[src/rtl/bridge_pkg.sv]
// Shared types for dual_fifo_bridge: FSM state encodings, the statistics counter width
// and the packed debug view that exposes every FSM state and FIFO occupancy.
package bridge_pkg;

    typedef enum logic {
        IN_IDLE = 1'b0,
        IN_HOLD = 1'b1
    } in_state_e;

    typedef enum logic [1:0] {
        OUT_IDLE  = 2'd0,
        OUT_REQ   = 2'd1,
        OUT_DRAIN = 2'd2
    } out_state_e;

    localparam int c_STATW = 16;

    // Occupancy fields are 8 bits, enough for depth powers up to 7.
    typedef struct packed {
        in_state_e  ab_in;
        out_state_e b_out;
        in_state_e  ba_in;
        out_state_e a_out;
        logic       loopback;
        logic [7:0] ab_count;
        logic [7:0] ba_count;
    } bridge_dbg_t;

endpackage

[src/rtl/sync_fifo.sv]
// Single-clock FIFO with extended (depth-power + 1 bit) pointers; write and pop in the
// same cycle always both succeed, with a bypass path when the FIFO is empty.
module sync_fifo #(
    parameter int c_DEPTHPOW2 = 4,
    parameter int c_WIDTH     = 8
) (
    input  logic                 i_clock,
    input  logic                 i_reset_n,
    input  logic                 i_write,
    input  logic [c_WIDTH-1:0]   i_wdata,
    input  logic                 i_pop,
    output logic [c_WIDTH-1:0]   o_rdata,
    output logic                 o_full,
    output logic                 o_empty,
    output logic [c_DEPTHPOW2:0] o_count
);

    localparam int c_DEPTH = 2 ** c_DEPTHPOW2;

    logic [c_WIDTH-1:0]   mem [c_DEPTH];
    logic [c_DEPTHPOW2:0] wptr;
    logic [c_DEPTHPOW2:0] rptr;
    logic                 do_write;
    logic                 do_pop;

    assign o_empty  = (wptr == rptr);
    assign o_full   = (wptr[c_DEPTHPOW2] != rptr[c_DEPTHPOW2]) &&
                      (wptr[c_DEPTHPOW2-1:0] == rptr[c_DEPTHPOW2-1:0]);
    assign o_count  = wptr - rptr;
    assign do_pop   = i_pop && (!o_empty || i_write);
    assign do_write = i_write && (!o_full || do_pop);
    assign o_rdata  = o_empty ? i_wdata : mem[rptr[c_DEPTHPOW2-1:0]];

    always_ff @(posedge i_clock) begin
        if (do_write) begin
            mem[wptr[c_DEPTHPOW2-1:0]] <= i_wdata;
        end
    end

    always_ff @(posedge i_clock or negedge i_reset_n) begin
        if (!i_reset_n) begin
            wptr <= '0;
            rptr <= '0;
        end else begin
            if (do_write) wptr <= wptr + 1'b1;
            if (do_pop)   rptr <= rptr + 1'b1;
        end
    end

endmodule

[src/rtl/dual_fifo_bridge.sv]
// Two independent byte paths (A->B, B->A): intake FSM -> sync_fifo -> output FSM, plus A loopback.
// Defining BRIDGE_STATS_EN adds 16-bit completed-byte counters o_abcount (B sink) and o_bacount (A sink).
module dual_fifo_bridge
    import bridge_pkg::*;
#(
    parameter int c_ABDEPTHPOW2 = 4,
    parameter int c_BADEPTHPOW2 = 3,
    parameter int c_NEARFULL    = 2,
    parameter int c_ACKTIMEOUT  = 255
) (
    input  logic              i_clock,
    input  logic              i_reset_n,
    input  logic              i_aavail,
    input  logic [7:0]        i_adata,
    output logic              o_aread,
    output logic [7:0]        o_adata,
    output logic              o_aenable,
    input  logic              i_abusy,
    input  logic              i_bavail,
    input  logic [7:0]        i_bdata,
    output logic              o_bread,
    output logic [7:0]        o_bdata,
    output logic              o_benable,
    input  logic              i_bbusy,
    input  logic              i_loopback,
    output logic              o_abnearfull,
    output logic              o_abfull,
    output logic              o_err,
`ifdef BRIDGE_STATS_EN
    output logic [c_STATW-1:0] o_abcount,
    output logic [c_STATW-1:0] o_bacount,
`endif
    output bridge_dbg_t       o_dbgstate
);

    // Handshakes: a source byte is taken on the edge the intake leaves IDLE with avail=1, and
    // read then stays high until avail=0 is seen. A sink gets stable data with enable=1,
    // acknowledges by raising busy (enable drops), and busy=0 again completes the byte.

    localparam int              c_ABDEPTH = 2 ** c_ABDEPTHPOW2;
    localparam int              c_TW      = $clog2(c_ACKTIMEOUT + 1);
    localparam logic [c_TW-1:0] c_TLAST   = c_TW'(c_ACKTIMEOUT - 1);

    in_state_e  ab_in_q, ba_in_q;
    out_state_e a_out_q, b_out_q;
    logic       ab_wr_q, ba_wr_q;
    logic [7:0] ab_wdata_q, ba_wdata_q;
    logic [7:0] ab_rdata, ba_rdata;
    logic       ab_full, ab_empty, ba_full, ba_empty;
    logic       ab_pop, ba_pop, a_pop, b_pop;
    logic [c_ABDEPTHPOW2:0] ab_count;
    logic [c_BADEPTHPOW2:0] ba_count;
    logic [c_TW-1:0] a_timer, b_timer;
    logic       a_tmo, b_tmo;
    logic       loop_q;
    logic       a_src_empty;
    logic [7:0] a_src_data;

    // The captured byte lands in the FIFO one edge after capture; the intake is in HOLD then.
    always_ff @(posedge i_clock or negedge i_reset_n) begin
        if (!i_reset_n) begin
            ab_in_q    <= IN_IDLE;
            o_aread    <= 1'b0;
            ab_wr_q    <= 1'b0;
            ab_wdata_q <= '0;
        end else begin
            ab_wr_q <= 1'b0;
            case (ab_in_q)
                IN_IDLE: if (i_aavail && !ab_full) begin
                    ab_wr_q    <= 1'b1;
                    ab_wdata_q <= i_adata;
                    o_aread    <= 1'b1;
                    ab_in_q    <= IN_HOLD;
                end
                IN_HOLD: if (!i_aavail) begin
                    o_aread <= 1'b0;
                    ab_in_q <= IN_IDLE;
                end
            endcase
        end
    end

    always_ff @(posedge i_clock or negedge i_reset_n) begin
        if (!i_reset_n) begin
            ba_in_q    <= IN_IDLE;
            o_bread    <= 1'b0;
            ba_wr_q    <= 1'b0;
            ba_wdata_q <= '0;
        end else begin
            ba_wr_q <= 1'b0;
            case (ba_in_q)
                IN_IDLE: if (i_bavail && !ba_full) begin
                    ba_wr_q    <= 1'b1;
                    ba_wdata_q <= i_bdata;
                    o_bread    <= 1'b1;
                    ba_in_q    <= IN_HOLD;
                end
                IN_HOLD: if (!i_bavail) begin
                    o_bread <= 1'b0;
                    ba_in_q <= IN_IDLE;
                end
            endcase
        end
    end

    sync_fifo #(.c_DEPTHPOW2(c_ABDEPTHPOW2), .c_WIDTH(8)) u_ab_fifo (
        .i_clock  (i_clock),
        .i_reset_n(i_reset_n),
        .i_write  (ab_wr_q),
        .i_wdata  (ab_wdata_q),
        .i_pop    (ab_pop),
        .o_rdata  (ab_rdata),
        .o_full   (ab_full),
        .o_empty  (ab_empty),
        .o_count  (ab_count)
    );

    sync_fifo #(.c_DEPTHPOW2(c_BADEPTHPOW2), .c_WIDTH(8)) u_ba_fifo (
        .i_clock  (i_clock),
        .i_reset_n(i_reset_n),
        .i_write  (ba_wr_q),
        .i_wdata  (ba_wdata_q),
        .i_pop    (ba_pop),
        .o_rdata  (ba_rdata),
        .o_full   (ba_full),
        .o_empty  (ba_empty),
        .o_count  (ba_count)
    );

    assign o_abfull     = ab_full;
    assign o_abnearfull = (c_ABDEPTH - int'(ab_count)) <= c_NEARFULL;

    // Loopback only switches while both sinks are idle so no transfer changes source midway.
    always_ff @(posedge i_clock or negedge i_reset_n) begin
        if (!i_reset_n) begin
            loop_q <= 1'b0;
        end else if (a_out_q == OUT_IDLE && b_out_q == OUT_IDLE) begin
            loop_q <= i_loopback;
        end
    end

    assign a_src_empty = loop_q ? ab_empty : ba_empty;
    assign a_src_data  = loop_q ? ab_rdata : ba_rdata;
    assign a_pop       = (a_out_q == OUT_IDLE) && !a_src_empty && !i_abusy;
    assign b_pop       = (b_out_q == OUT_IDLE) && !loop_q && !ab_empty && !i_bbusy;
    assign ab_pop      = loop_q ? a_pop : b_pop;
    assign ba_pop      = !loop_q && a_pop;
    assign a_tmo       = (a_out_q == OUT_REQ) && !i_abusy && (a_timer == c_TLAST);
    assign b_tmo       = (b_out_q == OUT_REQ) && !i_bbusy && (b_timer == c_TLAST);

    always_ff @(posedge i_clock or negedge i_reset_n) begin
        if (!i_reset_n) begin
            a_out_q   <= OUT_IDLE;
            o_aenable <= 1'b0;
            o_adata   <= '0;
            a_timer   <= '0;
        end else begin
            case (a_out_q)
                OUT_IDLE: if (a_pop) begin
                    o_adata   <= a_src_data;
                    o_aenable <= 1'b1;
                    a_timer   <= '0;
                    a_out_q   <= OUT_REQ;
                end
                OUT_REQ: begin
                    if (i_abusy) begin
                        o_aenable <= 1'b0;
                        a_out_q   <= OUT_DRAIN;
                    end else if (a_tmo) begin
                        o_aenable <= 1'b0;
                        a_out_q   <= OUT_IDLE;
                    end else begin
                        a_timer <= a_timer + 1'b1;
                    end
                end
                OUT_DRAIN: if (!i_abusy) a_out_q <= OUT_IDLE;
                default: begin
                    o_aenable <= 1'b0;
                    a_out_q   <= OUT_IDLE;
                end
            endcase
        end
    end

    always_ff @(posedge i_clock or negedge i_reset_n) begin
        if (!i_reset_n) begin
            b_out_q   <= OUT_IDLE;
            o_benable <= 1'b0;
            o_bdata   <= '0;
            b_timer   <= '0;
        end else begin
            case (b_out_q)
                OUT_IDLE: if (b_pop) begin
                    o_bdata   <= ab_rdata;
                    o_benable <= 1'b1;
                    b_timer   <= '0;
                    b_out_q   <= OUT_REQ;
                end
                OUT_REQ: begin
                    if (i_bbusy) begin
                        o_benable <= 1'b0;
                        b_out_q   <= OUT_DRAIN;
                    end else if (b_tmo) begin
                        o_benable <= 1'b0;
                        b_out_q   <= OUT_IDLE;
                    end else begin
                        b_timer <= b_timer + 1'b1;
                    end
                end
                OUT_DRAIN: if (!i_bbusy) b_out_q <= OUT_IDLE;
                default: begin
                    o_benable <= 1'b0;
                    b_out_q   <= OUT_IDLE;
                end
            endcase
        end
    end

    always_ff @(posedge i_clock or negedge i_reset_n) begin
        if (!i_reset_n) begin
            o_err <= 1'b0;
        end else if (a_tmo || b_tmo) begin
            o_err <= 1'b1;
        end
    end

`ifdef BRIDGE_STATS_EN
    logic a_done, b_done;
    assign a_done = (a_out_q == OUT_DRAIN) && !i_abusy;
    assign b_done = (b_out_q == OUT_DRAIN) && !i_bbusy;

    always_ff @(posedge i_clock or negedge i_reset_n) begin
        if (!i_reset_n) begin
            o_abcount <= '0;
            o_bacount <= '0;
        end else begin
            if (b_done) o_abcount <= o_abcount + 1'b1;
            if (a_done) o_bacount <= o_bacount + 1'b1;
        end
    end
`endif

    always_comb begin
        o_dbgstate          = '0;
        o_dbgstate.ab_in    = ab_in_q;
        o_dbgstate.b_out    = b_out_q;
        o_dbgstate.ba_in    = ba_in_q;
        o_dbgstate.a_out    = a_out_q;
        o_dbgstate.loopback = loop_q;
        o_dbgstate.ab_count = 8'(ab_count);
        o_dbgstate.ba_count = 8'(ba_count);
    end

endmodule
[config.mk]
export PLATFORM = sky130hd
export DESIGN_NAME = dual_fifo_bridge
export DESIGN_NICKNAME = d
export VERILOG_FILES = /design/src/rtl/bridge_pkg.sv /design/src/rtl/sync_fifo.sv /design/src/rtl/dual_fifo_bridge.sv
export SDC_FILE = /design/constraint.sdc
export NUM_CORES = 1
export LEC_CHECK = 0
export ABC_CLOCK_PERIOD_IN_PS = 4300
export BUFFER_PORTS_ARGS = -buffer_cell sky130_fd_sc_hd__buf_2
export CORE_AREA = 2 2 141 143
export CTS_CLUSTER_DIAMETER = 30
export DETAILED_ROUTE_END_ITERATION = 10
export DIE_AREA = 0 0 143 145
export HOLD_SLACK_MARGIN = 0.02
export PLACE_DENSITY = 0.84
export SLEW_MARGIN = 30
export SYNTH_ARGS = -nofsm -noshare
export SYNTH_HDL_FRONTEND = slang
export SYNTH_SLANG_ARGS = --single-unit
export TNS_END_PERCENT = 100
[constraint.sdc]
create_clock -name i_clock -period 4.3 [get_ports i_clock]
set_input_delay 0.215 -clock i_clock [delete_from_list [all_inputs] [get_ports i_clock]]
set_output_delay 0.215 -clock i_clock [all_outputs]
set_load 0.02 [all_outputs]
==> metrics.yaml <==
placement:
  gp_congestion: 0.886
  dpl.hpwl_um: 16300
  io_buffers: 61
outcome:
  outcome: "finished, final reports clean"
yosys:
  synthArstFlopShare: 0.294
  yosysTopAreaCell: "edfxtp_1"
  synthMuxAreaShare: 0.115
  synth_seq_cells: 272
  synth_warnings: 0
  synth_edf_count: 192
  synth-xor-area-share: 0.0208
  ys_seq_area_frac: 0.685
  ys.flop_type: "edfxtp_1"
  synth_cell_types: 54
  syn-mean-instance-area_um2: 15.8
  netlist_area_um2: 11300
  synth_fa_ha_area_frac: 0.0256
  synth_top_family_by_area: "multiplexers"
  synth.top_cell.area_share: 0.508
  synth_compound_area_frac: 0.0598
  ys_top_cells_by_area: "edfxtp_1 (51%), dfrtp_1 (18%), mux4_2 (6.9%), mux2_2 (2.5%), ha_1 (2.2%)"
  synthCells: 720
  synthSimpleGateAreaFrac: 0.0648
pwr:
  seq_power_share: 0.384
  p_sw_mw: 3.81
  vdd_drop_max_v: 0.000512
  switching_share: 0.359
  leakagePower_nw: 5.06
  internal_power_mw: 6.80
  clkPwrFrac: 0.296
  power.density_nw_per_um2: 788
  combPwrFrac: 0.320
timing:
  hold-worst-slack_ps: 59.9
  grt_setup_unrepaired: "no"
  worst_pin_slew_ps: 899
  final_max_slew_viol_count: 0
  hold_viol_final: 0
  finClkSkew_ps: 20.6
  fin_crit_ps: 3270
  finalCritPeriodShare: 0.760
  setup_viol: 0
  max_freq_mhz: 306
  tns_ps: 0
  max_slew_margin: 0.400
cells_and_area:
  final_common_cell: "edfxtp_1"
  final_cell_mix: "edfxtp_1 (192), dfrtp_1 (79), buf_2 (60)"
  final_nets: 873
  utilization: 0.700
  drive_gt1_frac: 0.247
  antennaDiodeCount: 0
  n_fill_cell: 1121
  area_delta_synth_final_pct: 18.6
clock_network:
  cts_hold_buf: 21
  post_cts_buffers: 0
  cts_buffers: 38
  cts-htree-levels: 2
  root_buffer: "clkbuf_16"
  cts_resized: 0
  worstSkewPairLatency_ps: 520
  cts_tree: "done"
  clockBufferDepth: 3
  cts_sinks: 272
  clkSlewWorstSetupHoldPaths_ps: 60
drt:
  wirelength_um: 26700
  vias_per_cell: 6.23
  route.antenna.remaining_nets: 0
  vias: 6973
  dr.pass1.iters: 5
  drt_iter0_markers: 618
  drc: 0
  wl_per_cell_um: 23.8
global_route:
  antenna_found_initial: 0
  grt_max_degree: 81
  grt_pass1_wl_um: 42100
  grt_pass1_vias: 7169
  grt_overflow: 0
  grtUsageTotal: 0.270
floorplan:
  die_h_um: 145
  dieArea_um2: 20700
  coreArea_um2: 19200
  ios: 69
  rows: 51
  die_w_um: 143
  start_util: 0.591
setup_path:
  critPathMaxFanout: 4
  cp-start-kind: "register"
  critPathRequiredTime_ps: 4090
  critPathArrivalTime_ps: 3050
  end_kind: "output port"
  path_class: "register to output port"
flow_run:
  maxCapViolations: 0
min_path:
  hp-class: "primary input to register"
[per-layer routing]
metal	track usage	routed length, um	up-vias
met5	0	0	-
met4	0.0960	926	0
met3	0.0485	2010	70
met2	0.433	13300	374
met1	0.376	10500	3563
li1	-	-	2966
[cells by family (layout without fill, tap and decap cells)]
kind of cell    after synthesis  after routing
buf+inv                      70            199
xor+xnor                     27             27
simple gates                146            146
other cells                   1              7
mux                          84             84
compound gates               98             98
fa+ha+maj                    22             22
flops                       272            272
[power by group through the flow]
stage | clock [mW] | combinational, mW | sequential, mW
floorplan | 0 | 2.34 | 3.89
global route | 3.28 | 3.67 | 4.13
finish | 3.14 | 3.39 | 4.07
CTS | 3.17 | 3.37 | 4.05
global placement | 0 | 3.13 | 4.01
detailed placement | 0 | 3.29 | 4.07
[critical path, stage by stage (launching register included)]
cell and delay [ps]:
dfrtp_1 400, inv_1 130, ha_1 240, fa_1 550
inv_1 90, ha_1 180, inv_1 70, nand2_1 50
a2111oi_0 400, nor3_1 90, o22a_1 180, buf_2 150
[state kept, by name, indices dropped and copies added, names as in the netlist, 4 cells and up]
name,count
u_ab_fifo.mem,128
u_ba_fifo.mem,64
a_timer,8
ab_wdata_q,8
b_timer,8
ba_wdata_q,8
o_adata,8
o_bdata,8
u_ab_fifo.rptr,5
u_ab_fifo.wptr,5
u_ba_fifo.rptr,4
u_ba_fifo.wptr,4
[through the flow]
step / area, um^2 / worst slack (ps) / std cells / power [mW]
after floorplan: 11400 / 1090 / 726 / 6.24
after global placement: 11900 / 1230 / 1032 / 7.14
after detailed placement: 11900 / 1000 / 1032 / 7.36
after CTS: 13400 / 966 / 1120 / 10.6
after global routing: 13500 / 743 / 1120 / 11.1
final: 13500 / 1030 / 1120 / 10.6
[final cells by class]
class                      instances  area, um^2  area share
tap                              265         332      0.0246
clock inverter                    21         267      0.0198
sequential                       272        7770       0.578
timing repair buffer              99         649      0.0483
clock buffer                      46        1020      0.0760
inverter                          33         124     0.00921
multi-input combinational        384        3290       0.245
[worst paths after layout]
check | startpoint | endpoint | slack (ps) | cells after the start
setup / recovery | u_ab_fifo.wptr[0] | o_abnearfull | 1030 | 11
hold / removal | i_abusy | a_out_q[1] | 60 | 2
setup reg to reg | u_ba_fifo.rptr[2] | u_ba_fifo.mem[6][7] | 1060 | 7
hold reg to reg | u_ab_fifo.wptr[4] | u_ab_fifo.wptr[4] | 490 | 1
max in group asynchronous | i_reset_n | u_ab_fifo.rptr[1] | 3370 | 2
min in group asynchronous | i_reset_n | ba_in_q | 340 | 2
[cell usage after synthesis, types with 2 or more instances]
library cell    n
a221oi_1        7
and3_1          2
nand3_1         7
nand2_1        54
nand2b_1        4
fa_1            2
inv_1          32
a21o_1          4
buf_4          10
nor2b_1         5
nand3b_1        2
and2_1          3
o21ai_0        21
nor4_1          7
nand4_1         9
mux2_2         25
mux4_2         35
or3_1           3
clkbuf_1       16
dfrtp_1        80
o22a_1          8
o22ai_1         2
a221o_1         8
buf_6           2
buf_2           7
buf_1           2
o211ai_1        4
o31ai_1         2
or4_1           5
xnor2_1        13
o2111ai_1       7
mux2i_1        24
nor3_1         16
o21a_1          3
nor2_1         21
ha_1           20
xor2_1         14
a21oi_1        27
edfxtp_1      192
Power figures use the tool's default switching activity.
